### src/rtl/stack_ram_responder_if.sv
// Request/response bus between the stack calculator control FSM and its RAM responder.
// MEM_PARITY_EN adds the parity-inject input and parity-error output.
interface stack_ram_responder_if #(
    parameter int ADDR_W = 7,
    parameter int DATA_W = 8
);
    logic              cs;
    logic              we;
    logic [ADDR_W-1:0] address;
    logic [DATA_W-1:0] data_in;
    logic              clr;
    logic [DATA_W-1:0] data_out;
    logic              rd_valid;
    logic              busy;
`ifdef MEM_PARITY_EN
    logic              par_inj;
    logic              parity_err;
`endif

    modport master (
        output cs, we, address, data_in, clr,
`ifdef MEM_PARITY_EN
        output par_inj,
        input  parity_err,
`endif
        input  data_out, rd_valid, busy
    );

    modport slave (
        input  cs, we, address, data_in, clr,
`ifdef MEM_PARITY_EN
        input  par_inj,
        output parity_err,
`endif
        output data_out, rd_valid, busy
    );
endinterface

### src/rtl/stack_ram_responder.sv
// DEPTH x DATA_W single-port RAM responder: 1-cycle registered read/write-through with rd_valid,
// zero-fill sweep after reset or clr (busy high, requests dropped). Optional MEM_PARITY_EN parity.
module stack_ram_responder #(
    parameter int ADDR_W = 7,
    parameter int DATA_W = 8,
    parameter int DEPTH  = 128
) (
    input logic                 clk,
    input logic                 rst_n,
    stack_ram_responder_if.slave bus
);
`ifdef MEM_PARITY_EN
    localparam int WORD_W = DATA_W + 1;
`else
    localparam int WORD_W = DATA_W;
`endif
    localparam logic [ADDR_W-1:0] LAST    = ADDR_W'(DEPTH - 1);
    localparam logic [ADDR_W:0]   DEPTH_W = (ADDR_W + 1)'(DEPTH);

    typedef enum logic {SWEEP, IDLE} state_t;

    state_t            state;
    logic [ADDR_W-1:0] sweep_ptr;
    logic [WORD_W-1:0] mem [DEPTH];

    logic              in_range;
    logic              accept;
    logic              mem_we;
    logic [ADDR_W-1:0] mem_addr;
    logic [WORD_W-1:0] mem_wdata;
    logic [WORD_W-1:0] wr_word;
    logic [WORD_W-1:0] rd_word;

    assign in_range = ({1'b0, bus.address} < DEPTH_W);
    assign accept   = (state == IDLE) && bus.cs && !bus.clr;

`ifdef MEM_PARITY_EN
    // Stored bit makes the word even parity; par_inj deliberately corrupts it.
    assign wr_word = {(^bus.data_in) ^ bus.par_inj, bus.data_in};
`else
    assign wr_word = bus.data_in;
`endif

    assign rd_word = in_range ? mem[bus.address] : '0;

    // The sweep owns the single write port; client writes only land in IDLE.
    always_comb begin
        mem_we    = 1'b0;
        mem_addr  = bus.address;
        mem_wdata = wr_word;
        if (state == SWEEP) begin
            mem_we    = 1'b1;
            mem_addr  = sweep_ptr;
            mem_wdata = '0;
        end else if (accept && bus.we && in_range) begin
            mem_we = 1'b1;
        end
    end

    always_ff @(posedge clk) begin
        if (mem_we) begin
            mem[mem_addr] <= mem_wdata;
        end
    end

    always_ff @(posedge clk or negedge rst_n) begin
        if (!rst_n) begin
            state        <= SWEEP;
            sweep_ptr    <= '0;
            bus.busy     <= 1'b1;
            bus.data_out <= '0;
            bus.rd_valid <= 1'b0;
`ifdef MEM_PARITY_EN
            bus.parity_err <= 1'b0;
`endif
        end else begin
            bus.rd_valid <= 1'b0;
`ifdef MEM_PARITY_EN
            bus.parity_err <= 1'b0;
`endif
            case (state)
                SWEEP: begin
                    if (bus.clr) begin
                        sweep_ptr <= '0;
                    end else if (sweep_ptr == LAST) begin
                        sweep_ptr <= '0;
                        state     <= IDLE;
                        bus.busy  <= 1'b0;
                    end else begin
                        sweep_ptr <= sweep_ptr + 1'b1;
                    end
                end
                IDLE: begin
                    if (bus.clr) begin
                        state     <= SWEEP;
                        sweep_ptr <= '0;
                        bus.busy  <= 1'b1;
                    end else if (bus.cs) begin
                        bus.rd_valid <= 1'b1;
                        if (bus.we) begin
                            bus.data_out <= bus.data_in;
                        end else begin
                            bus.data_out <= rd_word[DATA_W-1:0];
`ifdef MEM_PARITY_EN
                            bus.parity_err <= ^rd_word;
`endif
                        end
                    end
                end
                default: begin
                    state    <= SWEEP;
                    bus.busy <= 1'b1;
                end
            endcase
        end
    end
endmodule
### src/flat_wrapper.sv
// flat-port wrapper written by rule: the top's interface ports become plain ports
module stack_ram_responder_flat 
#(
    parameter int ADDR_W = 7,
    parameter int DATA_W = 8,
    parameter int DEPTH  = 128
)
  (clk, rst_n, bus_cs, bus_we, bus_address, bus_data_in, bus_clr, bus_data_out, bus_rd_valid, bus_busy);
  stack_ram_responder_if #(.ADDR_W(ADDR_W), .DATA_W(DATA_W)) bus_i ();
  input logic clk;
  input logic rst_n;
  input wire logic [$bits(bus_i.cs)-1:0] bus_cs;
  input wire logic [$bits(bus_i.we)-1:0] bus_we;
  input wire logic [$bits(bus_i.address)-1:0] bus_address;
  input wire logic [$bits(bus_i.data_in)-1:0] bus_data_in;
  input wire logic [$bits(bus_i.clr)-1:0] bus_clr;
  output wire logic [$bits(bus_i.data_out)-1:0] bus_data_out;
  output wire logic [$bits(bus_i.rd_valid)-1:0] bus_rd_valid;
  output wire logic [$bits(bus_i.busy)-1:0] bus_busy;
  assign bus_i.cs = bus_cs;
  assign bus_i.we = bus_we;
  assign bus_i.address = bus_address;
  assign bus_i.data_in = bus_data_in;
  assign bus_i.clr = bus_clr;
  assign bus_data_out = bus_i.data_out;
  assign bus_rd_valid = bus_i.rd_valid;
  assign bus_busy = bus_i.busy;
  stack_ram_responder #(.ADDR_W(ADDR_W), .DATA_W(DATA_W), .DEPTH(DEPTH)) u_core (.clk(clk), .rst_n(rst_n), .bus(bus_i));
endmodule
### config.mk
export PLATFORM = sky130hd
export DESIGN_NAME = stack_ram_responder_flat
export DESIGN_NICKNAME = d
export VERILOG_FILES = /design/src/rtl/stack_ram_responder_if.sv /design/src/rtl/stack_ram_responder.sv /design/src/flat_wrapper.sv
export SDC_FILE = /design/constraint.sdc
export NUM_CORES = 1
export LEC_CHECK = 0
export CAP_MARGIN = 30
export CORE_UTILIZATION = 45
export CTS_CLUSTER_SIZE = 14
export DETAILED_ROUTE_END_ITERATION = 10
export GPL_TIMING_DRIVEN = 0
export HOLD_SLACK_MARGIN = 0.06
export MAX_ROUTING_LAYER = met4
export PLACE_DENSITY = 0.57
export REMOVE_ABC_BUFFERS = 1
export SETUP_SLACK_MARGIN = 0.05
export SLEW_MARGIN = 40
export SYNTH_ARGS = -nofsm -noshare
export SYNTH_HDL_FRONTEND = slang
export SYNTH_SLANG_ARGS = --single-unit
### constraint.sdc
create_clock -name clk -period 4.2 [get_ports clk]
set_input_delay 0.42 -clock clk [delete_from_list [all_inputs] [get_ports clk]]
set_output_delay 0.42 -clock clk [all_outputs]
set_load 0.03 [all_outputs]
==> impl_metrics.py <==
metrics = {
    "detailed_routing": {
        "ant_nets": 0,
        "routed_via_density": 6.15,
        "vias": 20800,
        "wl_per_cell_um": 31.7,
        "drt-initial-drc-count": 2409,
        "wl_um": 107000,
        "drtPass1Iterations": 5,
        "drcViolationCount": 0,
    },
    "final_layout": {
        "layout-drive-gt1-share": 0.269,
        "nFillCells": 6984,
        "fin_area_um2": 47200,
        "nets": 2132,
        "synthToLayoutAreaGrowth_pct": 14.5,
        "final_util": 0.522,
        "multi_input_area_um2": 9780,
        "register_area_um2": 31200,
        "fin_cells": 3376,
    },
    "clock_network": {
        "clkSlewWorstSetupHoldPaths_ns": 0.07,
        "cts_tree": "built",
        "clock_path_buffers": 3,
        "cts.sinks": 1042,
        "cts_root_buffer": "clkbuf_16",
        "clk_latency_ns": 0.69,
        "numCtsBuffers": 104,
        "htreeDepth": 3,
    },
    "placed_design": {
        "gp_congestion": 0.863,
        "placed_cell_area_um2": 43400,
        "dpl.cell_count": 3174,
        "dp_slack_ns": -0.806,
        "hpwl_um": 67500,
        "numPortBuffers": 29,
    },
    "sta": {
        "period_minus_slack_ns": 4.02,
        "finalSetupTns_ns": 0,
        "final_max_slew_viol_count": 0,
        "tightest_slew_ns": 0.929,
        "setup_violations": 0,
        "fin_crit_sh": 0.956,
        "rsz0062_at_grt": "no",
        "slew_headroom": 0.381,
        "max_freq_mhz": 249,
        "hold_viol_final": 0,
        "worst_slack_ns": 0.183,
        "skew_ns": 0.0331,
    },
    "global_route": {
        "grt_pass1_vias": 20800,
        "grt_pass1_wl_um": 153000,
        "grtUsageTotal": 0.238,
        "grt_max_degree": 59,
        "antenna_found_initial": 5,
        "grt_overflow": 0,
    },
    "power": {
        "switching_share": 0.212,
        "internal_power_uw": 17300,
        "seqPwrFrac": 0.514,
        "leakagePower_uw": 0.0154,
        "irDropWorstVdd_v": 0.000322,
        "powerDensity_nw_per_um2": 466,
        "net-switching-power_uw": 4650,
        "p_comb_frac": 0.047,
        "clock_power_share": 0.438,
    },
    "critical_path": {
        "slowest_delay_ns": 0.85,
        "path_class": "flop to flop",
        "worstPathArrival_ns": 4.33,
        "cp_slowest_cell": "dfrtp_2",
        "cp-end-kind": "flop",
        "required_ns": 4.52,
        "path_max_fanout": 38,
        "critPathLaunchType": "flop",
        "critical_path_buf_inv_count": 1,
        "crit_path_cell_trace": "nand3b_1 > clkinv_1 > nand2_1 > nand2_2 > nand3_4 > nor2_2",
        "cpLargestDelayFamily": "simple AND/OR/NAND/NOR gates",
    },
    "synth": {
        "synth_enable_flop_cells": 1024,
        "ys_warn_count": 0,
        "ys_seq_area_frac": 0.757,
        "synth_largest_area_cell": "edfxtp_1",
        "syn_avg_cell_area_um2": 20.1,
        "ys_types": 65,
        "netlist_instances": 2048,
        "async_reset_ff_frac": 0.0173,
        "synthFlopType": "edfxtp_1",
        "ys_ff_latch": 1042,
        "synthTopCellsByArea": "edfxtp_1, mux4_2, mux2i_1, nor2_1, dfrtp_1",
        "syn-cell-area_um2": 41200,
        "synth.top_cell.area_share": 0.746,
    },
    "die": {
        "die_w_um": 305,
        "fp.dieH_um": 305,
        "rows": 110,
        "initial_core_util": 0.456,
        "dieArea_um2": 92800,
        "core_um2": 90400,
        "ioPinCount": 30,
    },
    "min_path": {
        "hold_path_class": "primary input to asynchronous set/reset pin",
    },
    "outcome": {
        "outcome": "finished clean",
    },
    "flow_run": {
        "drv_cap": 0,
    },
}
## flip-flops by register name (all words and copies together) (netlist names)
register / cells
u_core.bus.rd_valid: 1
u_core.state: 1
u_core.bus.busy: 1
u_core.mem: 1024
u_core.sweep_ptr: 7
u_core.bus.data_out: 8
## through the flow
stage / total power, uW / hold WS, ns
after floorplan: 12000 / 0.124
after global placement: 12900 / 0.526
after detailed placement: 12500 / 0.395
after CTS: 22100 / 0.232
after global routing: 22500 / 0.284
final: 22000 / 0.245
## timing repair
| item | CTS | global route |
|---|---|---|
| hold buffers | 1 | 0 |
| setup buffers | 0 | 4 |
| pin swaps | 0 | 1 |
| endpoints found under the hold margin | 18 | 0 |
| resized for setup | 38 | 11 |
| endpoints found under the setup margin | 342 | 849 |
## power groups by stage
| stage | logic (uW) | clock network, uW | registers [uW] |
|---|---|---|---|
| 2_1_floorplan | 435 | 0 | 11500 |
| 3_3_place_gp | 1380 | 0 | 11500 |
| 3_5_place_dp | 1020 | 0 | 11500 |
| 4_1_cts | 1030 | 9740 | 11300 |
| 5_1_grt | 1080 | 10100 | 11300 |
| 6_report | 1040 | 9640 | 11300 |
## cells by family after synthesis
group | count (synthesis) | share of synthesized area
compound gates | 189 | 0.0336
xor+xnor | 3 | 0.000638
fa+ha+maj | 1 | 0.000304
buf+inv | 121 | 0.0186
flops | 1042 | 0.757
mux | 357 | 0.154
simple gates | 335 | 0.0356
## cells in the mapped netlist (8+ instances only)
cell type / number
edfxtp_1: 1024
mux4_2: 205
nor2_1: 160
mux2i_1: 128
nand2_1: 78
a22oi_1: 53
clkbuf_1: 38
buf_2: 31
nand3_1: 27
buf_4: 25
o21ai_0: 19
a21oi_1: 18
a221oi_1: 17
dfrtp_1: 17
nor2b_1: 16
and2_1: 15
buf_6: 13
mux2_2: 12
mux4_1: 12
a211oi_1: 11
o22ai_1: 9
a31oi_1: 8
## metal layers
| layer | wire length [um] | vias to the layer above | global-route usage |
|---|---|---|---|
| met4 | 2720 | 0 | 0.0718 |
| met2 | 51100 | 871 | 0.362 |
| met1 | 45300 | 11100 | 0.333 |
| li1 | - | 8624 | - |
| met3 | 7830 | 167 | 0.0398 |
| met5 | 0 | - | - |
## worst register-to-register path, stage by stage, from the launching register on
cell and delay, ns:
dfrtp_2 0.85, nand3b_1 0.58, clkinv_1 0.41, nand2_1 0.12, nand2_2 0.39, nand3_4 0.59, nor2_2 0.71
## cells in the final DEF, fill, tap and decap left out, types with 19 or more instances in the layout
cell type / synthesis / final
nand2_1: 78 / 77
edfxtp_1: 1024 / 1024
a22oi_1: 53 / 53
mux4_2: 205 / 205
mux2i_1: 128 / 127
nor2_2: 1 / 116
buf_12: 5 / 20
nor2_1: 160 / 34
clkinv_2: 0 / 25
nand3_1: 27 / 19
clkbuf_16: 0 / 104
clkinv_1: 3 / 22
clkdlybuf4s50_1: 0 / 23
## path summary, 6_finish.rpt
path | cells past startpoint | slack [ns] | start | to
worst max-delay path | 6 | 0.18 | u_core.state | u_core.mem[56][5]
worst max register to register | 6 | 0.18 | u_core.state | u_core.mem[56][5]
worst min register to register | 2 | 0.53 | u_core.bus.busy | u_core.bus.busy
max in group asynchronous | 2 | 3.56 | rst_n | u_core.state
worst min-delay path | 2 | 0.24 | rst_n | u_core.bus.rd_valid
min in group clk | 3 | 0.50 | bus_data_in[3] | u_core.bus.data_out[3]
## final cells by class
class,count,share of cell area
timing repair buffer,72,0.0248
tap,1176,0.0312
antenna,3,0.000159
clock inverter,78,0.0187
sequential,1042,0.661
clock buffer,114,0.0559
multi-input combinational,885,0.207
inverter,6,0.000636
Note: power is estimated with default switching activity, not from simulation.
